$ cat src/rtl/featuremap_accum.sv
// featuremap_accum: per-channel skew FIFOs feeding a two-stage sum/bias/saturate/ReLU pipeline.
// Output counter marks the last result of each OUT_PIXELS-long frame.
module featuremap_accum #(
    parameter int DATA_WIDTH = 24,
    parameter int NUM_CH     = 6,
    parameter int FIFO_DEPTH = 4,
    parameter int BIAS       = 0,
    parameter bit RELU_EN    = 1,
    parameter int OUT_PIXELS = 576
) (
    input  logic                         clk,
    input  logic                         rst,
    input  logic [NUM_CH*DATA_WIDTH-1:0] ch_data,
    input  logic [NUM_CH-1:0]            ch_valid,
    output logic [DATA_WIDTH-1:0]        data_out,
    output logic                         valid_out,
    output logic                         frame_done,
    output logic                         sat_flag,
    output logic                         ovf_err
);
    localparam int AW = $clog2(FIFO_DEPTH);
    localparam int SW = DATA_WIDTH + $clog2(NUM_CH) + 1;
    localparam int CW = OUT_PIXELS > 1 ? $clog2(OUT_PIXELS) : 1;
    localparam logic [DATA_WIDTH-1:0] BIAS_W = DATA_WIDTH'(BIAS);
    localparam logic signed [SW:0] MAX_V = {{(SW-DATA_WIDTH+2){1'b0}}, {(DATA_WIDTH-1){1'b1}}};
    localparam logic signed [SW:0] MIN_V = {{(SW-DATA_WIDTH+2){1'b1}}, {(DATA_WIDTH-1){1'b0}}};
    logic [NUM_CH-1:0]            w_empty;
    logic [NUM_CH-1:0]            w_full;
    logic [NUM_CH-1:0]            w_push;
    logic [NUM_CH-1:0]            w_drop;
    logic                         w_pop;
    logic [DATA_WIDTH-1:0]        w_head [NUM_CH];
    logic signed [SW-1:0]         w_sum;
    logic signed [SW-1:0]         r_sum;
    logic                         r_v1;
    logic [CW-1:0]                r_pix;
    logic signed [SW:0]           w_biased;
    logic                         w_hi;
    logic                         w_lo;
    logic [DATA_WIDTH-1:0]        w_sat;
    logic [DATA_WIDTH-1:0]        w_res;
    assign w_pop = ~|w_empty;
    for (genvar k = 0; k < NUM_CH; k++) begin : g_ch
        logic [DATA_WIDTH-1:0] r_mem [FIFO_DEPTH];
        logic [AW-1:0]         r_wp;
        logic [AW-1:0]         r_rp;
        logic [AW:0]           r_cnt;
        assign w_empty[k] = r_cnt == '0;
        assign w_full[k]  = r_cnt == (AW+1)'(FIFO_DEPTH);
        // a full FIFO still accepts when the same cycle pops its head
        assign w_push[k]  = ch_valid[k] && (!w_full[k] || w_pop);
        assign w_drop[k]  = ch_valid[k] && w_full[k] && !w_pop;
        assign w_head[k]  = r_mem[r_rp];
        always_ff @(posedge clk) begin
            if (rst) begin
                r_wp  <= '0;
                r_rp  <= '0;
                r_cnt <= '0;
            end else begin
                if (w_push[k]) begin
                    r_mem[r_wp] <= ch_data[k*DATA_WIDTH +: DATA_WIDTH];
                    r_wp        <= r_wp + 1'b1;
                end
                if (w_pop) r_rp <= r_rp + 1'b1;
                r_cnt <= r_cnt + (AW+1)'(w_push[k]) - (AW+1)'(w_pop);
            end
        end
    end
    always_comb begin
        w_sum = '0;
        for (int i = 0; i < NUM_CH; i++) w_sum = w_sum + SW'($signed(w_head[i]));
    end
    assign w_biased = {r_sum[SW-1], r_sum} + {{(SW+1-DATA_WIDTH){BIAS_W[DATA_WIDTH-1]}}, BIAS_W};
    assign w_hi     = w_biased > MAX_V;
    assign w_lo     = w_biased < MIN_V;
    assign w_sat    = w_hi ? MAX_V[DATA_WIDTH-1:0] : w_lo ? MIN_V[DATA_WIDTH-1:0] : w_biased[DATA_WIDTH-1:0];
    assign w_res    = (RELU_EN && w_sat[DATA_WIDTH-1]) ? '0 : w_sat;
    always_ff @(posedge clk) begin
        if (rst) begin
            r_sum      <= '0;
            r_v1       <= 1'b0;
            r_pix      <= '0;
            data_out   <= '0;
            valid_out  <= 1'b0;
            frame_done <= 1'b0;
            sat_flag   <= 1'b0;
            ovf_err    <= 1'b0;
        end else begin
            r_v1       <= w_pop;
            if (w_pop) r_sum <= w_sum;
            valid_out  <= r_v1;
            frame_done <= r_v1 && r_pix == CW'(OUT_PIXELS-1);
            if (r_v1) begin
                data_out <= w_res;
                r_pix    <= r_pix == CW'(OUT_PIXELS-1) ? '0 : r_pix + 1'b1;
            end
            if (r_v1 && (w_hi || w_lo)) sat_flag <= 1'b1;
            if (|w_drop) ovf_err <= 1'b1;
        end
    end
endmodule

$ cat config.mk
export PLATFORM = sky130hd
export DESIGN_NAME = featuremap_accum
export DESIGN_NICKNAME = d
export VERILOG_FILES = /design/src/rtl/featuremap_accum.sv
export SDC_FILE = /design/constraint.sdc
export NUM_CORES = 1
export LEC_CHECK = 0
export CORE_UTILIZATION = 23
export DETAILED_ROUTE_END_ITERATION = 10
export MAX_ROUTING_LAYER = met4
export PLACE_DENSITY = 0.45
export SLEW_MARGIN = 20
export SYNTH_ARGS = -nofsm -noshare
export SYNTH_HDL_FRONTEND = slang
export SYNTH_SLANG_ARGS = --single-unit
$ cat constraint.sdc
create_clock -name clk -period 5.4 [get_ports clk]
set_clock_uncertainty 0.1 [all_clocks]
set_input_delay 0.81 -clock clk [delete_from_list [all_inputs] [get_ports clk]]
set_output_delay 0.81 -clock clk [all_outputs]
set_load 0.02 [all_outputs]
# == Yosys cells after proc, flatten, opt, wreduce, memory -nomap -nowiden ==
# Memories as Yosys holds them, arrays and structs flattened. A register that Yosys moved wholly into a read port is not among the register bits.
# Index checks and enable logic that the tools add are counted.
# op_classes
n_addsub,30
muxes,34
eq_ne,7
n_reduce_logical,42
order_cmp,2
# ops
cell,count
$mux 24,2
$add 27x24->28,1
$add 28x24->28,1
$gt 28x24->1 const B,1
$lt 28x24->1 const B,1
$add 26x24->27,1
$add 25x24->26,1
$add 24x24->25,1
$add 2x1->2 const B,12
$mux 2,12
$mux 23,1
$logic_and 1x1->1,20
$add 3x1->3,6
$eq 3x3->1 const B,6
$logic_not 3->1,6
$mux 1,18
$sub 3x1->3,6
$reduce_or 6->1,2
$add 10x1->10 const B,1
$eq 10x10->1 const B,1
$mux 10,1
$logic_not 1->1,7
$logic_or 1x1->1,7
# word_totals
ff_bits,109
input_bits,152
n_memories,6
mem_bits_rw,576
out_inout_bits,28
word_cells,147
# memory_table
memory,depth,width,rd,rd_clocked_by_memory_dff,wr,line,text
g_ch[0].r_mem,4,24,1,1,1,44,logic [DATA_WIDTH-1:0] r_mem [FIFO_DEPTH];
g_ch[1].r_mem,4,24,1,1,1,44,
g_ch[2].r_mem,4,24,1,1,1,44,
g_ch[3].r_mem,4,24,1,1,1,44,
g_ch[4].r_mem,4,24,1,1,1,44,
g_ch[5].r_mem,4,24,1,1,1,44,

# == Longest topological paths before layout ==
# depth
depth_word,8
ltp_mapped,19
mapped_depth_nobuf,17

# == Worst setup path after synthesis ==
# Ideal clock, no wire load.
# synth_timing
path_type,register to register
from,register with a tool-made name
to,register r_sum[26]
required_time_ns,5.178
stages_incl_launch_ff,18
setup_slack_ns,0.487
period_less_slack_ns,4.913
arrival_time_ns,4.691
setup_time_ns,0.122
cell_sequence,dfxtp_1 -> clkbuf_1 -> buf_2 -> mux4_2 -> fa_1 -> inv_1 -> fa_1 -> fa_1 -> inv_1 -> ha_1 -> fa_1 -> a21oi_1 -> o211ai_2 -> a21oi_1 -> o211ai_2 -> nand4_1 -> a2111oi_0 -> nand3b_1
# synth_rtl
element,line,text
to (signal assigned),90,if (w_pop) r_sum <= w_sum;
to (decl),34,logic signed [SW-1:0] r_sum;

==> reports/results.txt <==
Compound-Gate Fraction of Synth Area -> 3.17%
most common cell after layout, fill and taps aside -> edfxtp_1
Logic pwr share -> 36.9%
Syn. warnings -> 0
Worst Tran Pin Value -> 0.807 ns
critical setup path kind -> register to register
average cell area after synthesis -> 16.1 um2
sequential share of power -> 34.7%
via count -> 15900
total power -> 18.2 mW
Detail Route met3 WL -> 3210 um
fin nets -> 2437
top_reg_cell synth -> edfxtp_1
post-route cell area -> 36800 um2
total core area -> 130000 um2
Fin Setup TNS -> 0 ns
initial core utilization -> 23.2%
RSZ-0062 raised after global routing -> false
M1 WL -> 33000 um
f_max -> 200 MHz
post-CTS setup buffer count -> 0
Die Span X -> 364 um
CP most frequent cell -> inv_1
Slowest-stage cell, CP -> mux4_2
routed vias/inst -> 4.04
initial DRC count -> 1056
routed wire length -> 82300 um
#FFs+latches synth -> 696
initial antenna violation count -> 17
Area Growth Syn to Fin -> 22.2%
XOR/XNOR Fraction of Synth Area -> 1.66%
H-tree depth -> 3
Post-Synth Simple-Gate Area -> 4.34%
most frequent cells in the layout -> edfxtp_1 (576), inv_1 (309), clkdlybuf4s50_1 (177)
root buf cell -> clkbuf_16
outcome -> finished clean
layout cells sized above 1 -> 16.3%
max-cap check violation count -> 0
Crit path max-delay family -> adder cells
Critical Path RT -> 5.78 ns
gr ovfl total -> 0
Synth Instances -> 1869
dpl hpwl -> 61600 um
Worst Hold Class -> register to register
worst path arrival time -> 5.38 ns
FFs w/ async S/R, synth -> 0%
reg2reg path depth -> 17
Placed Area -> 34300 um2
hold_buf cts -> 0
Syn Nets -> 2188
average routed wire per standard cell -> 20.9 um
WP buf/inv -> 5
clock buffer depth -> 3
DRT Pass-1 Iters -> 4
P per Cell Area -> 495 nW/um2
setup ws final -> 0.401 ns
# setup viols final -> 0
pre-CTS setup slack -> 0.372 ns
non-filler cells, final -> 3932
die area -> 132000 um2
routed wl met2 -> 44400 um
final critical-path share of the clock period -> 92.6%
Hold Crit Depth -> 2
standard-cell row count -> 132
biggest cell delay along the critical path -> 0.60 ns
clock power share -> 28.3%
number of flops mapped to enable cells by yosys -> 576
vias in the first global route -> 17200
Power Internal -> 12.0 mW
leakage power -> 13.0 nW
WP depth -> 17
CP Capture Type -> register
Fin Hold WS -> 0.352 ns
clk slew on worst S/H paths -> 0.06 ns
worst path cell trace -> buf_4 > mux4_2 > inv_1 > fa_1 > inv_1 > fa_1 > inv_1 > fa_1 > inv_1 > ha_1 > a21oi_2 > o211ai_2 > a41o_4 > a221oi_4 > o31ai_2 > xnor2_1 > o31ai_2
TritonCTS clock tree -> built
GP Congestion -> 0.812
worst skew pair latency -> 0.62 ns
CP Max Fanout -> 12
Slew Limit Fails -> 0
Die H -> 364 um
Mapped Area -> 30100 um2
GR Util All Layers -> 12.9%
antenna viol nets, final -> 0
register area share after synthesis -> 65.4%
IO buf count -> 178
sw frac -> 34.3%
adder-cell area share of the yosys netlist -> 9.54%
first-pass GRT wire length -> 120000 um
dpl cells -> 3783
slew margin rel. -> 46.2%
final core utilization -> 28.4%
mux share of post-synthesis cell area -> 10.9%
layout filler cell count -> 12900
Yosys cell types -> 66
Final min period -> 5.00 ns
DRC Markers -> 0
PostCTS Resize Cnt -> 0
sw power -> 6.25 mW
Final Hold Vio Count -> 0
num ports -> 180
startpoint types -> register
main combinational cell family by area after synthesis -> multiplexers
TritonCTS buffer count -> 75
CTS Sinks -> 696
top layer used by detailed routing -> met4
largest net degree at the start of global routing -> 55
Peak VDD IR -> 456 uV
## cell families (layout without fill, tap and decap cells)
group	Yosys count	in the layout
compound gates	140	140
xor+xnor	57	57
simple gates	279	279
mux	148	148
buf+inv	381	691
flops	696	696
fa+ha+maj	167	167
other cells	1	12
## power groups by stage
stage / sequential [mW] / combinational, mW / clock [mW]
after detailed placement: 6.44 / 6.77 / 0
after floorplan: 6.40 / 4.82 / 0
final: 6.32 / 6.72 / 5.16
after global routing: 6.36 / 7.53 / 5.49
after CTS: 6.33 / 6.81 / 5.31
after global placement: 6.42 / 6.77 / 0
## path summary, 6_finish.rpt
path / from / to / slack (ns)
max: register / r_sum[25] / 0.40
min: r_sum[17] / r_sum[17] / 0.35
max reg2reg: register / r_sum[25] / 0.40
min reg2reg: r_sum[17] / r_sum[17] / 0.35
## sequential cells by signal, summed over array words and instances (netlist names), named ones only
signal / count
g_ch.r_wp: 12
ovf_err: 1
g_ch.r_mem: 576
r_v1: 1
g_ch.r_cnt: 18
valid_out: 1
frame_done: 1
r_pix: 10
sat_flag: 1
data_out: 23
g_ch.r_rp: 12
r_sum: 28
## cells in the mapped netlist (3+ instances only)
library cell / count / area, um2
a211oi_1: 3 / 22.5
a21boi_2: 3 / 33.8
a21o_1: 4 / 30.0
a21oi_1: 74 / 370
a21oi_2: 3 / 26.3
a311oi_1: 3 / 26.3
a32oi_1: 3 / 26.3
and3_1: 28 / 175
buf_1: 11 / 41.3
buf_2: 14 / 70.1
buf_4: 5 / 37.5
clkbuf_1: 39 / 146
dfxtp_1: 120 / 2400
edfxtp_1: 576 / 17300
fa_1: 104 / 2080
ha_1: 63 / 788
inv_1: 309 / 1160
mux2i_1: 4 / 40.0
mux4_2: 144 / 3240
nand2_1: 63 / 236
nand3_1: 12 / 60.1
nand3b_1: 3 / 22.5
nand4_1: 6 / 37.5
nor2_1: 104 / 390
nor2b_1: 11 / 68.8
nor3_1: 33 / 165
nor3b_1: 3 / 22.5
o211ai_2: 4 / 50.1
o21ai_0: 14 / 70.1
o21ai_1: 4 / 20.0
o31ai_2: 3 / 37.5
or3_1: 3 / 18.8
xnor2_1: 34 / 298
xor2_1: 23 / 201
## per-layer routing
metal,vias to the layer above,global-route usage (%)
li1,7208,-
met1,8300,14.8
met2,281,23.4
met3,98,1.99
met4,0,3.52
met5,-,-
## worst register-to-register path, stage by stage, from the launching register on
cell	delay, ns
dfxtp_1	0.47
buf_4	0.33
mux4_2	0.61
inv_1	0.10
fa_1	0.41
inv_1	0.08
fa_1	0.42
inv_1	0.09
fa_1	0.39
inv_1	0.07
ha_1	0.30
a21oi_2	0.26
o211ai_2	0.17
a41o_4	0.32
a221oi_4	0.36
o31ai_2	0.12
xnor2_1	0.19
o31ai_2	0.07
## layout make-up
| class | instances | area, um2 | share of cell area [%] |
|---|---|---|---|
| Antenna cell | 11 | 27.5 | 0.0749 |
| Clock buffer | 95 | 2090 | 5.68 |
| Clock inverter | 43 | 390 | 1.06 |
| Inverter | 310 | 1160 | 3.16 |
| Multi-Input combinational cell | 792 | 8920 | 24.3 |
| Sequential cell | 696 | 19700 | 53.6 |
| Tap cell | 1742 | 2180 | 5.93 |
| Timing Repair Buffer | 243 | 2290 | 6.23 |
(Power assumes the default switching activity.)
